**config.mk**
```make
export PLATFORM = sky130hd
export DESIGN_NAME = rx_fd
export DESIGN_NICKNAME = d
export VERILOG_FILES = /design/src/rtl/rx_fd_pkg.sv /design/src/rtl/rx_fd_sync2.sv /design/src/rtl/rx_fd.sv
export SDC_FILE = /design/constraint.sdc
export NUM_CORES = 1
export LEC_CHECK = 0
export ABC_CLOCK_PERIOD_IN_PS = 2140
export CORE_ASPECT_RATIO = 1.25
export CORE_MARGIN = 4
export CORE_UTILIZATION = 56
export CTS_CLUSTER_SIZE = 24
export DETAILED_ROUTE_END_ITERATION = 8
export PLACE_DENSITY = 0.78
export SETUP_SLACK_MARGIN = 0.2
export SLEW_MARGIN = 25
export SYNTH_ARGS = -nofsm -noshare
export SYNTH_HDL_FRONTEND = slang
export SYNTH_SLANG_ARGS = --single-unit
```
**constraint.sdc**
```tcl
create_clock -name clk -period 2.14 [get_ports clk]
set_clock_uncertainty 0.1 [all_clocks]
set_input_delay 0.321 -clock clk [delete_from_list [all_inputs] [get_ports clk]]
set_output_delay 0.321 -clock clk [all_outputs]
set_load 0.01 [all_outputs]
```
**src/rtl/rx_fd_pkg.sv**
```systemverilog
// Shared definitions for the serial receive datapath.
// State encodings and parity encoding (shared with tx_fd).
package rx_fd_pkg;

  localparam logic [2:0] IDLE   = 3'd0;
  localparam logic [2:0] START  = 3'd1;
  localparam logic [2:0] DATA   = 3'd2;
  localparam logic [2:0] PARITY = 3'd3;
  localparam logic [2:0] STOP1  = 3'd4;
  localparam logic [2:0] STOP2  = 3'd5;

  localparam logic PARITY_EVEN = 1'b0;
  localparam logic PARITY_ODD  = 1'b1;

endpackage

```
**src/rtl/rx_fd_sync2.sv**
```systemverilog
// Generic two-flop synchronizer with configurable reset value.
// Used to bring the asynchronous serial line into the clk domain.
module sync2 #(
  parameter logic RST_VAL = 1'b1
) (
  input  logic clk,
  input  logic rst_n,
  input  logic d,
  output logic q
);

  logic meta;

  always_ff @(posedge clk or negedge rst_n) begin
    if (!rst_n) begin
      meta <= RST_VAL;
      q    <= RST_VAL;
    end else begin
      meta <= d;
      q    <= meta;
    end
  end

endmodule

```
**src/rtl/rx_fd.sv**
```systemverilog
// Serial receiver: start, 7/8 data bits LSB first, optional parity,
// 1/2 stop bits, sampled mid-bit from an external oversampling tick.
module rx_fd #(
  parameter int OVERSAMPLE = 16
) (
  input  logic       clk,
  input  logic       rst_n,
  input  logic       sample_tick,
  input  logic       serial_in,
  input  logic       parity_en,
  input  logic       parity_type,
  input  logic       stop_bits,
  input  logic       data_width,
  output logic [7:0] data_out,
  output logic       data_valid,
  output logic       parity_error,
  output logic       framing_error,
  output logic       busy
);
  import rx_fd_pkg::*;

  localparam int TW = $clog2(OVERSAMPLE);
  localparam logic [TW-1:0] MID  = TW'(OVERSAMPLE / 2 - 1);
  localparam logic [TW-1:0] LAST = TW'(OVERSAMPLE - 1);

  logic          rx_s;
  logic [2:0]    state;
  logic [TW-1:0] tick_cnt;
  logic [2:0]    bit_cnt;
  logic [7:0]    shift_reg;
  logic          par_en_l;
  logic          par_type_l;
  logic          stop_l;
  logic          width_l;
  logic          par_err_r;
  logic          fe_r;
  logic [7:0]    word;
  logic          last_bit;
  logic          at_end;

  sync2 #(.RST_VAL(1'b1)) u_sync (
    .clk   (clk),
    .rst_n (rst_n),
    .d     (serial_in),
    .q     (rx_s)
  );

  // In 7-bit mode the word sits in [7:1]; [0] is the cleared seed bit
  always_comb begin
    word     = width_l ? shift_reg : {1'b0, shift_reg[7:1]};
    last_bit = (bit_cnt == (width_l ? 3'd7 : 3'd6));
    at_end   = (tick_cnt == LAST);
  end

  always_ff @(posedge clk or negedge rst_n) begin
    if (!rst_n) begin
      state         <= IDLE;
      tick_cnt      <= '0;
      bit_cnt       <= '0;
      shift_reg     <= '0;
      par_en_l      <= 1'b0;
      par_type_l    <= PARITY_EVEN;
      stop_l        <= 1'b0;
      width_l       <= 1'b0;
      par_err_r     <= 1'b0;
      fe_r          <= 1'b0;
      data_out      <= '0;
      data_valid    <= 1'b0;
      parity_error  <= 1'b0;
      framing_error <= 1'b0;
      busy          <= 1'b0;
    end else begin
      data_valid <= 1'b0;
      if (sample_tick) begin
        unique case (state)
          IDLE: begin
            if (!rx_s) begin
              state      <= START;
              tick_cnt   <= '0;
              bit_cnt    <= '0;
              shift_reg  <= '0;
              par_err_r  <= 1'b0;
              fe_r       <= 1'b0;
              busy       <= 1'b1;
              par_en_l   <= parity_en;
              par_type_l <= parity_type;
              stop_l     <= stop_bits;
              width_l    <= data_width;
            end
          end
          START: begin
            if (tick_cnt == MID) begin
              tick_cnt <= '0;
              if (rx_s) begin
                state <= IDLE;
                busy  <= 1'b0;
              end else begin
                state <= DATA;
              end
            end else begin
              tick_cnt <= tick_cnt + 1'b1;
            end
          end
          DATA: begin
            if (at_end) begin
              tick_cnt  <= '0;
              shift_reg <= {rx_s, shift_reg[7:1]};
              if (last_bit) begin
                state <= par_en_l ? PARITY : STOP1;
              end else begin
                bit_cnt <= bit_cnt + 1'b1;
              end
            end else begin
              tick_cnt <= tick_cnt + 1'b1;
            end
          end
          PARITY: begin
            if (at_end) begin
              tick_cnt  <= '0;
              par_err_r <= rx_s ^ (^word) ^ par_type_l;
              state     <= STOP1;
            end else begin
              tick_cnt <= tick_cnt + 1'b1;
            end
          end
          STOP1, STOP2: begin
            if (at_end) begin
              tick_cnt <= '0;
              if (state == STOP1 && stop_l) begin
                fe_r  <= ~rx_s;
                state <= STOP2;
              end else begin
                data_out      <= word;
                parity_error  <= par_en_l & par_err_r;
                framing_error <= fe_r | ~rx_s;
                data_valid    <= 1'b1;
                busy          <= 1'b0;
                state         <= IDLE;
              end
            end else begin
              tick_cnt <= tick_cnt + 1'b1;
            end
          end
          default: begin
            state <= IDLE;
            busy  <= 1'b0;
          end
        endcase
      end
    end
  end

endmodule

```
## After elaboration in Yosys (flattened, before gate mapping)

Cells that the tools add are included.

- Output and inout port bits: 12
- Register bits: 38
- Logic and storage cells: 102
- Input bits: 8

- Reductions and logical operators: 19
- Bitwise logic cells: 7
- Add/sub/neg operators: 2
- Equality and inequality tests: 18
- Muxes and demuxes: 39

Operators with widths:

| cell | count |
|---|---|
| $mux W3 | 11 |
| $mux W8 | 3 |
| $ne A2 B2 Y1 const B | 9 |
| $pmux W8 S2 | 1 |
| $pmux W3 S5 | 1 |
| $mux W1 | 14 |
| $reduce_and A7 Y1 | 2 |
| $mux W4 | 3 |
| $pmux W4 S3 | 1 |
| $reduce_and A4 Y1 | 3 |
| $reduce_and A5 Y1 | 2 |
| $reduce_xor A8 Y1 | 1 |
| $eq A3 B2 Y1 const B | 2 |
| $eq A3 B3 Y1 const B | 2 |
| $pmux W3 S2 | 1 |
| $reduce_and A3 Y1 | 2 |
| $reduce_bool A2 Y1 | 3 |
| $add A4 B1 Y4 const B | 1 |
| $eq A4 B3 Y1 const B | 1 |
| $eq A4 B4 Y1 const B | 1 |
| $pmux W1 S2 | 2 |
| $pmux W1 S4 | 1 |
| $reduce_or A2 Y1 | 2 |
| $reduce_or A4 Y1 | 1 |
| other kinds (12) | 15 |

## Logic depth before layout (Yosys ltp)

- Depth in word-level cells: 6
- Gate-level depth with buffers: 8
- Mapped depth without buffers: 6

## By module

From an unflattened synthesis, not the netlist that was laid out.

- Cell total of the unflattened synthesis: 202
- Area, all modules: 1974.4 um2

By module, submodules not included:

| module | seq. area each (um2) | area each (um2) | times used | cells an instance |
|---|---|---|---|---|
| rx_fd | 900.9 | 1921.8 | 1 | 200 |
| sync2 | 52.6 | 52.6 | 1 | 2 |

## Worst setup path before layout

No wires, ideal clock.

- Path kind: register to register
- Start point: register tick_cnt[0]
- End point: register shift_reg[5]
- Setup time: 0.128 ns
- Arrival time: 1.548 ns
- Cell stages (with the launch flop): 7
- Required time: 1.912 ns
- Path slack: 0.364 ns
- Cells stage by stage: dfrtp_1 > ha_1 > and3_1 > buf_4 > o2111ai_4 > buf_2 > o21ai_0

- Longest elaborated chain between the ends: 3

RTL lines:

| item | RTL line | source |
|---|---|---|
| start, declared | rx_fd.sv:28 | `logic [TW-1:0] tick_cnt;` |
| start signal, assigned | rx_fd.sv:101 | `tick_cnt <= tick_cnt + 1'b1;` |
| start signal, assigned | rx_fd.sv:114 | `tick_cnt <= tick_cnt + 1'b1;` |
| start signal, assigned | rx_fd.sv:123 | `tick_cnt <= tick_cnt + 1'b1;` |
| $eq A4 B4 Y1 | rx_fd.sv:52 | `at_end = (tick_cnt == LAST);` |
| $ne A2 B2 Y1 (no line) | -- |  |
| $reduce_and A4 Y1 (no line) | -- |  |
| end signal, assigned | rx_fd.sv:107 | `shift_reg <= {rx_s, shift_reg[7:1]};` |
| end, declared | rx_fd.sv:30 | `logic [7:0] shift_reg;` |

No other way between the ends.
A chain may end at the register's enable or synchronous reset.

## Worst setup path after layout

- Start point: register state[1]
- End point: register tick_cnt[3]

- Longest elaborated chain between the ends: 4
- Elaborated cells between the ends (all ways): 11
- Those cells by class: eq/ne: 6; mux: 1; reduce/logical: 4

RTL lines:

| item | RTL line | source |
|---|---|---|
| start, declared | rx_fd.sv:27 | `logic [2:0] state;` |
| start signal, assigned | rx_fd.sv:109 | `state <= par_en_l ? PARITY : STOP1;` |
| $eq A3 B3 Y1 / $eq A3 B2 Y1 (equally long branches) | rx_fd.sv:75 | `unique case (state)` |
| $reduce_or A4 Y1 (no line) | -- |  |
| $reduce_bool A3 Y1 (no line) | -- |  |
| $reduce_and A3 Y1 (no line) | -- |  |

Several ways; a longest one is shown, not always the timed one.

==> flow_summary.rst <==
.. list-table::
   :header-rows: 1

   * - Metric
     - Value
   * - Startpoint of the most critical setup path
     - state[1]$_DFFE_PN0P_
   * - CP Capture Type
     - flip-flop
   * - Count of different cell masters after synthesis
     - 43
   * - Fraction of final layout cells sized beyond drive strength 1
     - 15.9%
   * - Maximum buffer depth of the clock tree
     - 2
   * - DRC errors left
     - 0
   * - Total number of yosys warnings
     - 0
   * - Number of global-route vias before repair
     - 1,438
   * - Setup crit start kind
     - flip-flop
   * - Internal cell power
     - 0.00163 W
   * - Power share of the combinational group
     - 34.9%
   * - Final min period
     - 1830 ps
   * - Sequential fraction of design power
     - 41.4%
   * - Synthesized instance count
     - 218
   * - Slew Limit Fails
     - 0
   * - Slew of the pin with the lowest slew margin
     - 630 ps
   * - First drt pass iteration count
     - 4
   * - Crit Path Max Fanout
     - 8
   * - Total routing usage reported by global routing
     - 18.4%
   * - Start-to-end type of the worst setup path
     - reg2reg
   * - Remaining global-route overflow
     - 0
   * - X dimension of the die
     - 61.9 um
   * - Drt total wl
     - 3890 um
   * - Remaining antenna violation count
     - 0
   * - Footprint of the multi-input gates
     - 998 um2
   * - Hold wc startpoint
     - u_sync.meta$_DFF_PN1_
   * - Combined flip-flop and latch cell area
     - 955 um2
   * - NumNets Final
     - 254
   * - Share of synthesized area occupied by flip-flops and latches
     - 46.8%
   * - Flip-flop and latch count after synthesis
     - 38
   * - Final Hold Violating Endpoints
     - 0
   * - Required time worst endpoint
     - 2220 ps
   * - Fillers
     - 273
   * - Antenna violations before repair
     - 0
   * - Master cell of the clock root buffer
     - sky130_fd_sc_hd__clkbuf_8
   * - Unrepaired setup endpoints after global routing
     - no
   * - Power per cell area
     - 1050 nW/um2
   * - Category of cells accounting for the largest share of critical-path delay
     - compound AO/OA/AOI/OAI gates
   * - Placeable core region
     - 3480 um2
   * - Antenna cell count
     - 0
   * - Area overhead of the layout relative to synthesis
     - 19.5%
   * - Num Clock Sinks
     - 38
   * - Number of setup violations in the final report
     - 0
   * - Hold/Removal Path Class
     - reg2reg
   * - Count of max-cap constraint violations
     - 0
   * - Arrival time reported for the critical path endpoint
     - 1900 ps
   * - Clock transition time at the flip-flop clock pins of the worst setup and hold paths
     - 70 ps
   * - Depth of the worst hold-timing path
     - 0
   * - Launch point of the worst reg-to-reg path
     - state[1]$_DFFE_PN0P_
   * - Critical path, cell by cell
     - nand2b_1 > o31ai_1 > nor3_1 > a21oi_1 > o21ai_0
   * - First-pass GRT wire length
     - 6290 um
   * - Run status
     - complete, no violations
   * - Placed wire-length estimate
     - 2870 um
   * - Highest clock frequency the design can meet
     - 0.548 GHz
   * - Count of vias placed by the detailed router
     - 1,594
   * - CTS H-tree depth
     - 2
   * - Number of buffers and inverters on the critical path
     - 0
   * - Standby leakage power
     - 1.03 nW
   * - Total Power
     - 0.00256 W
   * - Clk_lat worst skew
     - 300 ps
   * - Post-route fraction of the period consumed by the critical path
     - 85.3%
   * - Worst reg2reg path depth
     - 5
   * - Total CTS buffers
     - 5
   * - Number of DRC markers in iteration 0
     - 68
   * - TritonCTS clock tree
     - built
   * - Total negative setup slack
     - 0 ps
   * - Crit. path cell count
     - 5
   * - Switching Fraction
     - 36.4%
   * - Detailed-route wire length per cell
     - 13.7 um
   * - Die Footprint
     - 4670 um2
   * - Vertical die dimension
     - 75.4 um
   * - Detailed-route vias per instance
     - 5.61
   * - Clock network power share
     - 23.6%
   * - Net switching power figure
     - 0.000934 W
   * - Pin count of the biggest net entering global routing
     - 22
   * - Initial Utilization
     - 58.4%
   * - Site row count
     - 24
   * - Worst relative slew slack
     - 57.7%
   * - Synth Net Count
     - 228
   * - Num ports
     - 20
   * - IR drop worst, VDD
     - 0.779 mV
   * - Final weighted congestion in routability-driven placement
     - 0.868
   * - Maximum cell stage delay along the critical path
     - 550 ps
   * - Post-synthesis instance area
     - 2040 um2
   * - Final hold slack
     - 256 ps
   * - Critical Path Slowest Stage Cell
     - sky130_fd_sc_hd__o31ai_1
   * - Number of buffer cells added on primary ports
     - 19
   * - Per-instance average area after synthesis
     - 9.34 um2
power groups by stage:
stage          Sequential [W]  Combinational [W]  Clock [W]
2_1_floorplan         0.00101           0.000680          0
3_3_place_gp          0.00107           0.000843          0
3_5_place_dp          0.00107           0.000864          0
4_1_cts               0.00106           0.000871   0.000620
5_1_grt               0.00109           0.000986   0.000657
6_report              0.00106           0.000895   0.000606
through the flow:
stage / setup slack (ps) / util [%] / cells / instance area, um2
2_1_floorplan: 364 / - / 218 / 2040
3_3_place_gp: 139 / 65.8 / 274 / 2290
3_5_place_dp: 144 / 65.8 / 274 / 2290
4_1_cts: 213 / 69.4 / 283 / 2420
5_1_grt: 200 / 69.8 / 284 / 2430
6_report: 315 / 69.8 / 284 / 2430
kinds of logic (layout without fill, tap and decap cells):
logic type,count (synthesis),in the layout,share of synthesized area [%]
AO/OA/AOI/OAI,51,51,18.1
XOR/XNOR,11,11,4.73
adder cells (fa/ha/maj),2,2,1.23
buffers and inverters,18,45,4.49
flip-flops,38,38,46.8
multiplexers,8,8,3.93
AND/OR/NAND/NOR,90,90,20.7
worst paths after layout:
path                       slack [ps]                       to
hold reg to reg                   260       u_sync.q$_DFF_PN1_
max in group asynchronous        1150   par_type_l$_DFFE_PN0P_
hold / removal                    260       u_sync.q$_DFF_PN1_
setup reg to reg                  310  tick_cnt[3]$_DFFE_PN0P_
min in group asynchronous         330         fe_r$_DFFE_PN0P_
setup / recovery                  310  tick_cnt[3]$_DFFE_PN0P_
cells in the mapped netlist (all sizes together):
library cell | number | area [um2]
nand2b | 4 | 25.0
nand3b | 1 | 7.51
a22oi | 2 | 15.0
nor2 | 17 | 66.3
a21oi | 11 | 77.6
nor4b | 1 | 23.8
nor3b | 1 | 12.5
o32a | 1 | 10.0
nor2b | 4 | 25.0
ha | 2 | 25.0
o21a | 1 | 7.51
o21ai | 18 | 90.1
o22a | 1 | 8.76
o31ai | 5 | 37.5
nand3 | 7 | 35.0
and2 | 1 | 6.26
nand2 | 48 | 188
dfrtp | 36 | 901
a221o | 2 | 20.0
a21boi | 2 | 18.8
a211oi | 1 | 7.51
o22ai | 1 | 6.26
buf | 8 | 53.8
and3 | 2 | 12.5
inv | 5 | 18.8
a31oi | 3 | 25.0
mux2i | 8 | 80.1
xnor2 | 8 | 70.1
a32o | 1 | 10.0
clkbuf | 5 | 18.8
xor2 | 3 | 26.3
dfstp | 2 | 52.6
o2111ai | 1 | 26.3
nor3 | 4 | 20.0
o21bai | 1 | 7.51
timing repair:
action	4_1_cts	5_1_grt
gates resized for setup	1	4
hold endpoints to repair	9	0
hold buffers	1	0
setup endpoints to repair	5	13
buffers inserted	0	1
layer usage:
metal  up-vias  routed length, um  track usage, %
met2        38               1850            28.5
li1        799                  -               -
met5         -                  0               0
met1       750               1780            23.9
met4         0                 73            7.55
met3         7                183            5.76
cell usage in the layout, fill, tap and decap left out, drive strengths merged, types with 4 or more instances in the layout:
master	Yosys	layout
nand2	48	48
dfrtp	36	36
clkdlybuf4s50	0	18
o21ai	18	18
nor2	17	17
buf	8	13
a21oi	11	11
mux2i	8	8
xnor2	8	8
nand3	7	7
inv	5	5
o31ai	5	5
clkbuf	5	5
nor2b	4	4
nor3	4	4
nand2b	4	4
layout make-up:
class / instances / share of cell area (%)
Multi-Input combinational cell: 162 / 41.0
Sequential cell: 38 / 39.2
Timing Repair Buffer: 32 / 12.2
Clock buffer: 5 / 2.83
Tap cell: 39 / 2.01
Clock inverter: 3 / 1.85
Inverter: 5 / 0.772
Note: power is estimated with default switching activity, not from simulation.
==> RTL edit 1 (same flow settings) <==
`RST_VAL` is set to 1'b1 in 2 places; all go to 1'b0.
--- a/src/rtl/rx_fd_sync2.sv
+++ b/src/rtl/rx_fd_sync2.sv
@@ -3,3 +3,3 @@
 module sync2 #(
-  parameter logic RST_VAL = 1'b1
+  parameter logic RST_VAL = 1'b0
 ) (
--- a/src/rtl/rx_fd.sv
+++ b/src/rtl/rx_fd.sv
@@ -40,3 +40,3 @@
 
-  sync2 #(.RST_VAL(1'b1)) u_sync (
+  sync2 #(.RST_VAL(1'b0)) u_sync (
     .clk   (clk),
Check against the original RTL: not equivalent (Yosys sat finds a counterexample within 4 cycles, from zero or initial values and one cycle with rst_n low).
==> RTL edit 1 against the unedited design <==
Synthesized cell count unchanged; count of clock-buffer cells in the layout up 1; core utilization down 1.6 points; design area down 2.3%; setup slack better by 0.019 ns; cell count down 1.8%; sequential cell count unchanged; routed wire length down 5.4%; worst hold slack worse by 0.24 ns; synthesized area down 0.12%; power down 5.9%; critical endpoint is now framing_error.
==> RTL edit 1: results (changes against the unedited design) <==
Outcome
  • Status: finished clean

Critical path
  • Slowest-stage cell, CP: dfrtp_1
  • Largest stage delay, worst path: 0.40 ns (-0.15 ns)
  • Max FO, Critical Path: 21 (+13)

Synthesis
  • Synth top area cells: dfrtp_1, nand2_1, mux2i_1
  • Compound-Gate Fraction of Synth Area: 18.1% (+0.022 points)
  • Sequential-to-total area share from yosys stat: 46.8% (-0.065 points)
  • Synth cell types: 42 (-2.3%)
  • Mux cell area share after synthesis: 3.94% (+0.0048 points)
  • Synth cell count leaders: nand2_1, dfrtp_1, nor2_1, o21ai_0

Placed design
  • Gpl congestion: 0.861 (-0.90%)
  • Placed Cells: 271 (-1.1%)
  • Post-DP HPWL: 2690 µm (-6.3%)
  • Pre-CTS WS: 0.161 ns (+0.0176 ns)

Timing
  • Actual slew at the worst max-slew pin: 0.820 ns (+0.190 ns)

Global route
  • Vias in the first global route: 1,405 (-2.3%)
  • Tot GR Track Use: 18.0% (-0.39 points)

Drt
  • Initial drt markers: 60 (-12%)
  • Via count: 1,542 (-3.3%)

Final layout
  • Post-route insts no fill: 279 (-1.8%)

Pwr
  • Cell Int Power: 1.51 mW (-7.2%)
  • P_sw: 902 µW (-3.5%)
  • Leakage power: 1.01 nW (-1.9%)
  • Comb pwr share: 34.6% (-0.3 points)

Min path
  • Hold WC Path Type: input port to async pin
==> RTL edit 1: cell count changes after synthesis <==
cell	change
dfrtp_1	+2
dfstp_2	-2
==> RTL edit 1: path summary, 6_finish.rpt <==
| path | to | slack [ns] | cells past startpoint |
|---|---|---|---|
| hold / removal | data_out[2] | 0.02 | 1 |
| min in group clk | u_sync.q | 0.25 | 0 |
| setup / recovery | framing_error | 0.33 | 7 |
| max in group asynchronous | state[1] | 1.35 | 1 |
| setup reg to reg | framing_error | 0.33 | 7 |
| hold reg to reg | u_sync.q | 0.25 | 0 |
==> RTL edit 1: layout make-up <==
cell class | instances | area, µm²
well taps | 39 | 48.8
multi-input cells | 162 | 1000
clock buffers | 6 | 82.6
flip-flops and latches | 38 | 952
inverters | 5 | 18.8
clock inverters | 2 | 12.5
repair buffers | 27 | 258
fillers | 273 | 1110
==> RTL edit 1: layer usage <==
layer	GRT usage, %	wire (µm)
met5	0	0
met4	7.08	61
met3	4.07	137
met2	27.0	1700
met1	25.4	1780
==> RTL edit 2 (same settings) <==
Made on the original files. Reset style: synchronous (`rst_n`), changed in 2 clocked blocks. Comments in the files are not updated.
--- a/src/rtl/rx_fd_sync2.sv
+++ b/src/rtl/rx_fd_sync2.sv
@@ -13,3 +13,3 @@
 
-  always_ff @(posedge clk or negedge rst_n) begin
+  always_ff @(posedge clk) begin
     if (!rst_n) begin
--- a/src/rtl/rx_fd.sv
+++ b/src/rtl/rx_fd.sv
@@ -54,3 +54,3 @@
 
-  always_ff @(posedge clk or negedge rst_n) begin
+  always_ff @(posedge clk) begin
     if (!rst_n) begin
Check against the original RTL: differs if rst_n is asserted again (counterexample within 4 cycles, from zero or initial values and one cycle with rst_n low); with rst_n held inactive, the same outputs for 10 cycles.
==> RTL edit 2 against the unedited design <==
Sequential cell count is the same; design area shrank 2.7%; synthesized area shrank 5.7%; setup slack lost 0.021 ns; sequential share of layout area shrank 6.7 points; routed wire length grew 16%; largest cell class unchanged; worst hold slack gained 0.091 ns.
Power is not compared: it rests on default switching activity, and its combinational part moved more than twofold at a synthesized area within 25%.
==> RTL edit 2: results (changes against the unedited design) <==
Outcome
  • Status: finished clean

Drt
  • Initial drt markers: 91 (+34%)
  • DRT Pass-1 Iters: 4 (unchanged)
  • Wire per inst: 16.5 µm (+21%)
  • DR vias/cell: 5.85 (+4.1%)

Critical path
  • Slack of the worst reg-to-reg path: 0.29 ns (-0.02 ns)
  • RR Startpoint: tick_cnt[0]
  • Cell family with most CP delay: compound AO/OA/AOI/OAI gates
  • Largest stage delay, worst path: 0.47 ns (-0.08 ns)
  • Max FO, Critical Path: 8 (unchanged)
  • Worst R2R End: shift_reg[4]
  • Slowest-stage cell, CP: a2111oi_4
  • R2R cell count: 6 (+1)

Global route
  • Pin count of the biggest net entering global routing: 14 (-36%)
  • Global-route wire length before repair: 7530 µm (+20%)
  • Vias in the first global route: 1,568 (+9.0%)
  • Tot GR Track Use: 22.6% (+4.2 points)

Timing
  • Rel. slew slack: 69.3% (+12 points)

Min path
  • Hold Crit Start: u_sync.meta
  • Worst Hold End: u_sync.q
  • Hold depth: 1 (+1)

Synthesis
  • Synth Flop Type: dfxtp_1
  • Post-synthesis xor/xnor area fraction: 5.47% (+0.74 points)
  • Mux cell area share after synthesis: 10.9% (+7.0 points)
  • Post-synthesis async set-or-reset flop share: 0% (-100 points)
  • Adder-cell share of the synthesized area: 1.30% (+0.074 points)
  • Synth cell types: 49 (+14%)
  • Synth cell count leaders: dfxtp_1, nor2_1, mux2i_1, xnor2_1, nand2b_1
  • Sequential-to-total area share from yosys stat: 39.6% (-7.2 points)
  • Synth top area cells: dfxtp_1, mux2i_1, nor2_1
  • Compound-Gate Fraction of Synth Area: 16.7% (-1.4 points)

Placed design
  • Gpl congestion: 0.916 (+5.5%)
  • Pre-CTS WS: 0.0676 ns (-0.0762 ns)
  • Post-DP HPWL: 3170 µm (+11%)

Final layout
  • NumNets Final: 245 (-3.5%)
  • Share of layout cells above drive strength 1: 18.3% (+2.4 points)
[RTL edit 2: how the worst max path moves through the flow]
stage,to,slack [ns],startpoint
global route,state[0],0.20,tick_cnt[0]
finish,shift_reg[4],0.29,tick_cnt[0]
global placement,shift_reg[5],0.11,sample_tick
detailed placement,shift_reg[4],0.07,sample_tick
floorplan,shift_reg[0],0.35,tick_cnt[0]
CTS,shift_reg[4],0.19,tick_cnt[0]
[RTL edit 2: cell type report]
cell class	instances	area, µm²
clock inverter	1	30.0
inverter	4	15.0
tap	37	46.3
multi-input combinational	151	1100
fill	260	885
clock buffer	6	82.6
sequential	38	769
timing repair buffer	35	322
[RTL edit 2: layer usage]
layer | wire [µm] | vias up | global-route usage [%]
li1 | - | 781 | -
met1 | 1810 | 763 | 26.3
met2 | 2440 | 40 | 39.3
met3 | 183 | 6 | 6.15
met4 | 60 | 0 | 7.64
met5 | 0 | - | 0
[RTL edit 2: timing repair]
item | in CTS | in global routing
resized for setup | 6 | 10
endpoints found under the setup margin | 19 | 29
hold buffers | 0 | 0
buffers inserted | 0 | 0
cloned | 2 | 0
[RTL edit 2: per-stage QoR]
| stage | hold slack [ns] | power, mW | instance area (µm²) | cells | utilization, % |
|---|---|---|---|---|---|
| floorplan | 0.286 | 1.10 | 1920 | 206 | - |
| global placement | 0.296 | 1.18 | 2200 | 263 | 67.6 |
| detailed placement | 0.333 | 1.20 | 2200 | 263 | 67.6 |
| CTS | 0.350 | 1.82 | 2330 | 272 | 71.8 |
| global route | 0.348 | 1.91 | 2370 | 272 | 72.8 |
| finish | 0.347 | 1.84 | 2370 | 272 | 72.8 |
